### config.mk
export PLATFORM = sky130hd
export DESIGN_NAME = seven_seg_scanner
export DESIGN_NICKNAME = d
export VERILOG_FILES = /design/src/rtl/seven_seg_scanner.sv
export SDC_FILE = /design/constraint.sdc
export NUM_CORES = 1
export LEC_CHECK = 0
export CAP_MARGIN = 40
export CORE_ASPECT_RATIO = 1.2
export CORE_UTILIZATION = 35
export CTS_CLUSTER_DIAMETER = 30
export DETAILED_ROUTE_END_ITERATION = 10
export GPL_TIMING_DRIVEN = 0
export PLACE_DENSITY = 0.54
export SYNTH_ARGS = -nofsm -noshare
export SYNTH_HDL_FRONTEND = slang
export SYNTH_SLANG_ARGS = --single-unit
### constraint.sdc
create_clock -name clk -period 2.3 [get_ports clk]
set_input_delay 0.46 -clock clk [delete_from_list [all_inputs] [get_ports clk]]
set_output_delay 0.46 -clock clk [all_outputs]
set_load 0.05 [all_outputs]
### src/rtl/seven_seg_scanner.sv
// seven_seg_scanner: time-multiplexed driver for a row of common-anode
// seven-segment digits. Digits, decimal points and blank masks are captured
// into a shadow register on a load strobe. Each digit gets one slot of CLK_DIV
// cycles, and the first BLANK_CYC cycles of every slot are dark to stop
// ghosting. Leading-zero suppression is applied from the live lz_en input.
//
// Optional build macro: SEVEN_SEG_HEX_AF_EN
//   defined   -> nibbles A..F decode to the letters A b C d E F
//   undefined -> nibbles A..F decode to a dash (segment g only)
module seven_seg_scanner #(
    parameter int NUM_DIGITS       = 4,
    parameter int CLK_DIV          = 50000,
    parameter int BLANK_CYC        = 2,
    parameter int ANODE_ACTIVE_LOW = 1
) (
    input  logic                      clk,
    input  logic                      rst,
    input  logic [4*NUM_DIGITS-1:0]   digits_in,
    input  logic [NUM_DIGITS-1:0]     dp_in,
    input  logic [NUM_DIGITS-1:0]     blank_in,
    input  logic                      lz_en,
    input  logic                      load,
    output logic [7:0]                seg_out,
    output logic [NUM_DIGITS-1:0]     an_out,
    output logic                      frame_done
);

    localparam int CNT_W = (CLK_DIV > 1) ? $clog2(CLK_DIV) : 1;
    localparam int IDX_W = (NUM_DIGITS > 1) ? $clog2(NUM_DIGITS) : 1;

    localparam logic [CNT_W-1:0] CNT_LAST  = CNT_W'(CLK_DIV - 1);
    localparam logic [CNT_W-1:0] BLANK_LIM = CNT_W'(BLANK_CYC);
    localparam logic [IDX_W-1:0] IDX_LAST  = IDX_W'(NUM_DIGITS - 1);

    // All anodes switched off, in board polarity.
    localparam logic [NUM_DIGITS-1:0] AN_OFF =
        (ANODE_ACTIVE_LOW != 0) ? {NUM_DIGITS{1'b1}} : {NUM_DIGITS{1'b0}};

    localparam logic [7:0] SEG_DARK = 8'hFF;

    // Nibble to active-low segments g..a (the DP bit is added separately).
    function automatic logic [6:0] seg_decode(input logic [3:0] nib);
        logic [6:0] s;
        case (nib)
            4'h0:    s = 7'h40;
            4'h1:    s = 7'h79;
            4'h2:    s = 7'h24;
            4'h3:    s = 7'h30;
            4'h4:    s = 7'h19;
            4'h5:    s = 7'h12;
            4'h6:    s = 7'h02;
            4'h7:    s = 7'h78;
            4'h8:    s = 7'h00;
            4'h9:    s = 7'h18;
`ifdef SEVEN_SEG_HEX_AF_EN
            4'hA:    s = 7'h08;
            4'hB:    s = 7'h03;
            4'hC:    s = 7'h46;
            4'hD:    s = 7'h21;
            4'hE:    s = 7'h06;
            4'hF:    s = 7'h0E;
`endif
            default: s = 7'h3F;
        endcase
        return s;
    endfunction

    // State
    logic [CNT_W-1:0]        cnt_q, cnt_d;
    logic [IDX_W-1:0]        idx_q, idx_d;
    logic [4*NUM_DIGITS-1:0] dig_q, dig_d;
    logic [NUM_DIGITS-1:0]   dp_q, dp_d;
    logic [NUM_DIGITS-1:0]   blank_q, blank_d;
    logic [7:0]              seg_q, seg_d;
    logic [NUM_DIGITS-1:0]   an_q, an_d;
    logic                    frame_done_q, frame_done_d;

    // Combinational helpers
    logic [NUM_DIGITS-1:0]   supp_s;
    logic [NUM_DIGITS-1:0]   onehot_s;
    logic [3:0]              cur_nib_s;
    logic                    cur_dp_s;
    logic                    cur_dark_s;
    logic                    above_zero_s;

    // Shadow capture: the display only ever reads the shadow copy.
    always_comb begin
        if (load) begin
            dig_d   = digits_in;
            dp_d    = dp_in;
            blank_d = blank_in;
        end else begin
            dig_d   = dig_q;
            dp_d    = dp_q;
            blank_d = blank_q;
        end
    end

    // Slot counter and digit index; flag the wrap from the last digit to digit 0.
    always_comb begin
        cnt_d        = cnt_q;
        idx_d        = idx_q;
        frame_done_d = 1'b0;
        if (cnt_q == CNT_LAST) begin
            cnt_d = {CNT_W{1'b0}};
            if (idx_q == IDX_LAST) begin
                idx_d        = {IDX_W{1'b0}};
                frame_done_d = 1'b1;
            end else begin
                idx_d = idx_q + IDX_W'(1);
            end
        end else begin
            cnt_d = cnt_q + CNT_W'(1);
        end
    end

    // Leading-zero mask: walk down from the top digit while everything above is
    // zero or blanked. Digit 0 and digits showing a DP are always kept.
    always_comb begin
        supp_s       = {NUM_DIGITS{1'b0}};
        above_zero_s = 1'b1;
        for (int k = NUM_DIGITS - 1; k >= 0; k--) begin
            if ((k != 0) && lz_en && above_zero_s &&
                (dig_q[4*k +: 4] == 4'h0) && !dp_q[k]) begin
                supp_s[k] = 1'b1;
            end else begin
                supp_s[k] = 1'b0;
            end
            above_zero_s = above_zero_s &&
                           ((dig_q[4*k +: 4] == 4'h0) || blank_q[k]);
        end
    end

    // Select the nibble, DP and darkness of the digit under the scan index.
    always_comb begin
        cur_nib_s  = 4'h0;
        cur_dp_s   = 1'b0;
        cur_dark_s = 1'b0;
        onehot_s   = {NUM_DIGITS{1'b0}};
        for (int k = 0; k < NUM_DIGITS; k++) begin
            if (idx_q == IDX_W'(k)) begin
                cur_nib_s   = dig_q[4*k +: 4];
                cur_dp_s    = dp_q[k];
                cur_dark_s  = blank_q[k] | supp_s[k];
                onehot_s[k] = 1'b1;
            end else begin
                onehot_s[k] = 1'b0;
            end
        end
    end

    // Next segment/anode pattern: dark during the anti-ghost interval or for a
    // darkened digit, otherwise the decoded digit on its own anode.
    always_comb begin
        seg_d = SEG_DARK;
        an_d  = AN_OFF;
        if ((cnt_q < BLANK_LIM) || cur_dark_s) begin
            seg_d = SEG_DARK;
            an_d  = AN_OFF;
        end else begin
            seg_d = {~cur_dp_s, seg_decode(cur_nib_s)};
            if (ANODE_ACTIVE_LOW != 0) begin
                an_d = ~onehot_s;
            end else begin
                an_d = onehot_s;
            end
        end
    end

    // State and output registers with asynchronous reset.
    always_ff @(posedge clk or posedge rst) begin
        if (rst) begin
            cnt_q        <= {CNT_W{1'b0}};
            idx_q        <= {IDX_W{1'b0}};
            dig_q        <= {(4*NUM_DIGITS){1'b0}};
            dp_q         <= {NUM_DIGITS{1'b0}};
            blank_q      <= {NUM_DIGITS{1'b0}};
            seg_q        <= SEG_DARK;
            an_q         <= AN_OFF;
            frame_done_q <= 1'b0;
        end else begin
            cnt_q        <= cnt_d;
            idx_q        <= idx_d;
            dig_q        <= dig_d;
            dp_q         <= dp_d;
            blank_q      <= blank_d;
            seg_q        <= seg_d;
            an_q         <= an_d;
            frame_done_q <= frame_done_d;
        end
    end

    assign seg_out    = seg_q;
    assign an_out     = an_q;
    assign frame_done = frame_done_q;

endmodule

==> results of run 1 <==
## metrics by stage
step	TNS [ns]	hold WS, ns	cell area (sq um)
after floorplan	0	0.450	2690
after global placement	-27.07	0.475	3190
after detailed placement	-0.295	0.478	3210
after CTS	0	0.491	3380
after global routing	0	0.512	3400
final	0	0.484	3400
## logic make-up after synthesis
| logic type | share of synthesized area [%] |
|---|---|
| compound gates | 8.75 |
| xor+xnor | 4.56 |
| fa+ha+maj | 4.66 |
| buf+inv | 3.86 |
| flops | 51.8 |
| mux | 9.50 |
| simple gates | 16.9 |
## layout by cell type (no fill, tap or decap), drive strengths merged, types with 7 or more instances in the layout
cell / count
ha: 10
dfstp: 12
mux2: 20
buf: 12
dfrtp: 43
a21oi: 7
nand2: 23
nor4: 8
clkbuf: 9
xor2: 9
inv: 13
o21ai: 12
nor2: 17
clkdlybuf4s50: 39
## what timing repair did
action	in CTS	in global routing
resized for setup	5	7
pin swaps	1	2
endpoints found under the setup margin	2	5
setup buffers	3	1
## state kept, by name (all words and copies together) (netlist names)
name        flops
frame_done      1
dig_q          16
blank_q         4
seg_out         8
cnt_q          16
dp_q            4
an_out          4
idx_q           2
## worst min-delay path by stage
stage | slack, ns | to | cells after the start
final | 0.48 | cnt_q[0] | 1
after global routing | 0.51 | cnt_q[0] | 1
after CTS | 0.49 | cnt_q[0] | 1
after detailed placement | 0.48 | cnt_q[0] | 1
after global placement | 0.48 | cnt_q[0] | 1
after floorplan | 0.45 | cnt_q[0] | 1
## where the power goes
group	internal (mW)	leakage, nW	switching (mW)
registers	1.04	0.660	0.0362
logic	0.159	0.738	0.187
clock network	0.353	0.0612	0.310
total	1.55	1.46	0.534
## worst reg2reg max path, cell delays in order (launching register included)
cell,delay (ns)
dfrtp_1,0.43
ha_2,0.23
buf_4,0.17
nand3b_1,0.16
a221o_1,0.39
ha_2,0.21
or2_2,0.29
a21oi_1,0.16
o21ai_1,0.08
## routing by layer
metal,global-route usage [%],share of wire [%]
met5,0,0
met4,4.86,1.5
met3,2.80,3.9
met2,22.0,46
met1,21.1,48
## area by class of cell
type	count	share of cell area, %
well taps	90	3.32
multi-input cells	165	36.1
inverters	13	1.44
clock buffers	6	2.43
plain buffers	10	1.77
clock inverters	2	1.03
repair buffers	44	13.0
flip-flops and latches	55	41.0
==> flow_summary.json, run 1 <==
{
  "period_share_pct": 94.7,
  "worstRegToRegCells": 8,
  "grt_max_degree": 29,
  "postRouteAntennaNets": 0,
  "async_flop_share_pct": 100,
  "io_buffers": 39,
  "clkTransAtPathRegs_ns": 0.10,
  "clock_latency_ns": 0.31,
  "peakVddDrop_v": 0.000303,
  "synth-seq-cells": 55,
  "ys_seq_area_share_pct": 51.8,
  "critPathMaxStageDelay_ns": 0.43,
  "cts-root-buf": "clkbuf_8",
  "syn_avg_cell_area_sq_um": 11.1,
  "dpl.hpwl_um": 3950,
  "cp.buffers_inverters": 1,
  "p_total_mw": 2.09,
  "postLayoutSetupSlackWorst_ns": 0.121,
  "cts.path.max_buffers": 2,
  "post-route-util_pct": 46.1,
  "initial_core_util_pct": 36.5,
  "timing.rr.end": "seg_out[0]",
  "synth_most_common_cell": "dfrtp_1",
  "cts_sinks": 55,
  "dp.cells": 373,
  "crit_path_top_delay_cell": "dfrtp_1",
  "routed-via-count": 1902,
  "power_density_nw_per_um2": 615,
  "tightest_slew_ns": 0.596,
  "drt_iter0_drc": 69,
  "multi_input_area_sq_um": 1220,
  "maxCapViolCount": 0,
  "cts_buffers": 5,
  "cts_tree": "built",
  "p_leak_nw": 1.46,
  "rsz0062_at_grt": "false",
  "status": "completed",
  "antenna_found_initial": 0,
  "ys_warn_count": 0,
  "synth-edff-count": 0,
  "min_from": "cnt_q[0]",
  "wl_um": 5350,
  "grt_pass1_vias": 1829,
  "fin_crit_ns": 2.18,
  "crit_arrival_ns": 2.41,
  "syn_inst": 243,
  "die_area_sq_um": 8030,
  "diodes": 0,
  "coreArea_sq_um": 7360,
  "critPathTopFamily": "compound AO/OA/AOI/OAI gates",
  "htree_levels": 2,
  "gp_congestion": 0.750,
  "ys_types": 47,
  "max_slew_margin_pct": 60.2,
  "preCtsSetupSlack_ns": -0.258,
  "required_ns": 2.54,
  "syn_to_final_growth_pct": 26.4,
  "synth_nets": 281,
  "grt_overflow": 0,
  "syn_area_sq_um": 2690,
  "ctsHoldBuffers": 0,
  "critPathCaptureType": "register",
  "crit_path_frequent_cell": "ha_2",
  "nets": 332,
  "die_h_um": 98.0,
  "firstDrtPassIters": 4,
  "rows": 34,
  "setup_violations": 0,
  "regToRegStartpoint": "idx_q[0]",
  "fmax_mhz": 459,
  "drcViolationCount": 0,
  "r2r_setup_slack_ns": 0.12,
  "final_cells": 385,
  "startpoint": "idx_q[0]",
  "drv_slew": 0,
  "drive_gt1_share_pct": 24.1,
  "cp-start-kind": "register",
  "wl_per_cell_um": 13.9,
  "worst-path-stages": 8,
  "fillerInstances": 712,
  "grt_use_total_pct": 14.7,
  "vias_per_cell": 4.94,
  "path_cells": "ha_2 -> buf_4 -> nand3b_1 -> a221o_1 -> ha_2 -> or2_2 -> a21oi_1 -> o21ai_1",
  "synth_top_area_share_pct": 40.0,
  "synth_area_leaders": "dfrtp_1, dfstp_2, mux2_2",
  "path_class": "register to register",
  "die_w_um": 82.0,
  "path_max_fanout": 10,
  "io_pins": 41,
  "cp-endpoint": "seg_out[0]",
  "ys.flop_type": "dfrtp_1",
  "seq_area_sq_um": 1390,
  "grt_pass1_wl_um": 9000,
  "synth_top_cell_by_area": "dfrtp_1",
  "hold_class": "register to register",
  "hold_violations": 0,
  "finClkSkew_ns": 0.00848,
  "synth.top_cells.by_count": "dfrtp_1, nand2_1, mux2_2, nor2_1"
}
(Power assumes the default switching activity.)
==> inputs of run 2 (changes only) <==
DONT_BUFFER_PORTS = 1   (was unset)
MAX_ROUTING_LAYER = met4   (was unset)
PLACE_DENSITY = 0.47   (was 0.54)
==> flow_summary.json, run 2 (same netlist as run 1, synthesis figures left out) <==
{
  "status": "completed",
  "rows": 34,
  "p_switching_mw": 0.526,
  "coreArea_sq_um": 7360,
  "final_common_cell": "dfrtp_1",
  "grt_pass1_vias": 1864,
  "switching_share_pct": 25.1,
  "grt_overflow": 0,
  "antenna_found_initial": 0,
  "clock_latency_ns": 0.30,
  "power_density_nw_per_um2": 692,
  "critPathMaxStageDelay_ns": 0.40,
  "stdcell_area_sq_um": 3030,
  "initial_core_util_pct": 36.5,
  "crit_arrival_ns": 2.42,
  "maxCapViolCount": 0,
  "die_w_um": 82.0,
  "final_cell_mix": "dfrtp_1, nand2_1, mux2_2",
  "cts_tree": "built",
  "wl_per_cell_um": 15.8,
  "firstDrtPassIters": 4,
  "syn_to_final_growth_pct": 12.7,
  "fin_setup_tns_ns": 0,
  "die_h_um": 98.0,
  "p_leak_nw": 1.31,
  "drv_slew": 0,
  "dp.cells": 334,
  "finClkSkew_ns": 0.00712,
  "peakVddDrop_v": 0.000293,
  "critPathTopFamily": "compound AO/OA/AOI/OAI gates",
  "grt_pass1_wl_um": 9580,
  "dpl.hpwl_um": 4020,
  "cp-start-kind": "register",
  "path_class": "register to register",
  "max_slew_margin_pct": 57.9,
  "drive_gt1_share_pct": 26.7,
  "vias_per_cell": 5.16,
  "cts_buffers": 5,
  "die_area_sq_um": 8030,
  "final_cells": 345,
  "gp_congestion": 0.762,
  "io_buffers": 0,
  "cts_sinks": 55,
  "diodes": 0,
  "io_pins": 41,
  "required_ns": 2.53,
  "crit_path_top_delay_cell": "dfrtp_1",
  "grt_max_degree": 35,
  "cts.path.max_buffers": 2,
  "fmax_mhz": 456,
  "placed_area_sq_um": 2820,
  "hold_violations": 0,
  "cp.buffers_inverters": 2,
  "critPathCaptureType": "register",
  "comb_power_share_pct": 9.3,
  "path_max_fanout": 10,
  "setup_violations": 0,
  "htree_levels": 2,
  "path_cells": "inv_1 -> ha_2 -> buf_4 -> nand3b_1 -> a221o_1 -> ha_1 -> or2_2 -> a21oi_1 -> o21ai_1",
  "nets": 292,
  "cts-root-buf": "clkbuf_8",
  "ctsHoldBuffers": 0,
  "routed-via-count": 1781,
  "period_share_pct": 95.4,
  "grt_use_total_pct": 16.2,
  "drt_iter0_drc": 39,
  "tightest_slew_ns": 0.632,
  "drcViolationCount": 0,
  "p_seq_share_pct": 55.0,
  "p_clk_share_pct": 35.7,
  "hold_class": "primary input to asynchronous set/reset pin",
  "fin_crit_ns": 2.19,
  "p_int_mw": 1.57,
  "rsz0062_at_grt": "true",
  "clkTransAtPathRegs_ns": 0.10,
  "wl_um": 5460,
  "postRouteAntennaNets": 0
}
## run 2: through the flow
stage | worst slack [ns] | total power, mW | hold WS, ns | util (%)
after floorplan | 0.0725 | 1.31 | 0.450 | -
after global placement | -0.244 | 1.35 | 0.481 | 38.0
after detailed placement | -0.266 | 1.36 | 0.398 | 38.3
after CTS | 0.00377 | 2.13 | 0.0582 | 40.8
after global routing | -0.00113 | 2.21 | 0.0659 | 41.1
final | 0.107 | 2.10 | 0.0427 | 41.1
## run 2: what timing repair did
item                       4_1_cts  5_1_grt
cloned                           0        0
pin swaps                        2        1
setup endpoints to repair        4        6
hold endpoints to repair         0        0
resized for setup                7        6
buffers inserted                 3        0
## run 2: final cells by class
cell class / count / area [sq um]
multi-input combinational: 165 / 1240
tap: 90 / 113
fill: 747 / 4330
sequential: 55 / 1390
buffer: 10 / 63.8
clock buffer: 6 / 72.6
inverter: 13 / 48.8
clock inverter: 2 / 60.1
timing repair buffer: 4 / 42.5
## run 2: final timing paths
path / cells after the start / to / start / slack (ns)
worst max-delay path: 9 / seg_out[0] / idx_q[1] / 0.11
worst min-delay path: 1 / frame_done / rst / 0.04
worst max register to register: 9 / seg_out[0] / idx_q[1] / 0.11
worst min register to register: 1 / cnt_q[0] / cnt_q[0] / 0.50
max in group asynchronous: 2 / seg_out[7] / rst / 1.65
min in group clk: 2 / dig_q[15] / digits_in[15] / 0.28
## run 2: power groups by stage
| stage | Sequential [mW] | Combinational (mW) | Clock (mW) |
|---|---|---|---|
| floorplan | 1.16 | 0.149 | 0 |
| global placement | 1.17 | 0.182 | 0 |
| detailed placement | 1.17 | 0.188 | 0 |
| CTS | 1.16 | 0.197 | 0.774 |
| global route | 1.16 | 0.223 | 0.824 |
| finish | 1.15 | 0.195 | 0.748 |
## run 2: per-layer routing
| metal | GRT usage, % | part of all wire [%] |
|---|---|---|
| met1 | 22.4 | 48 |
| met2 | 23.3 | 47 |
| met3 | 4.02 | 4.5 |
| met4 | 4.45 | 0.97 |
| met5 | - | 0 |
==> inputs of run 3 (changes only) <==
ABC_CLOCK_PERIOD_IN_PS = 2300   (was unset)
==> results of run 3 <==
The final DEF is identical to that of run 2; final timing and power are the same.
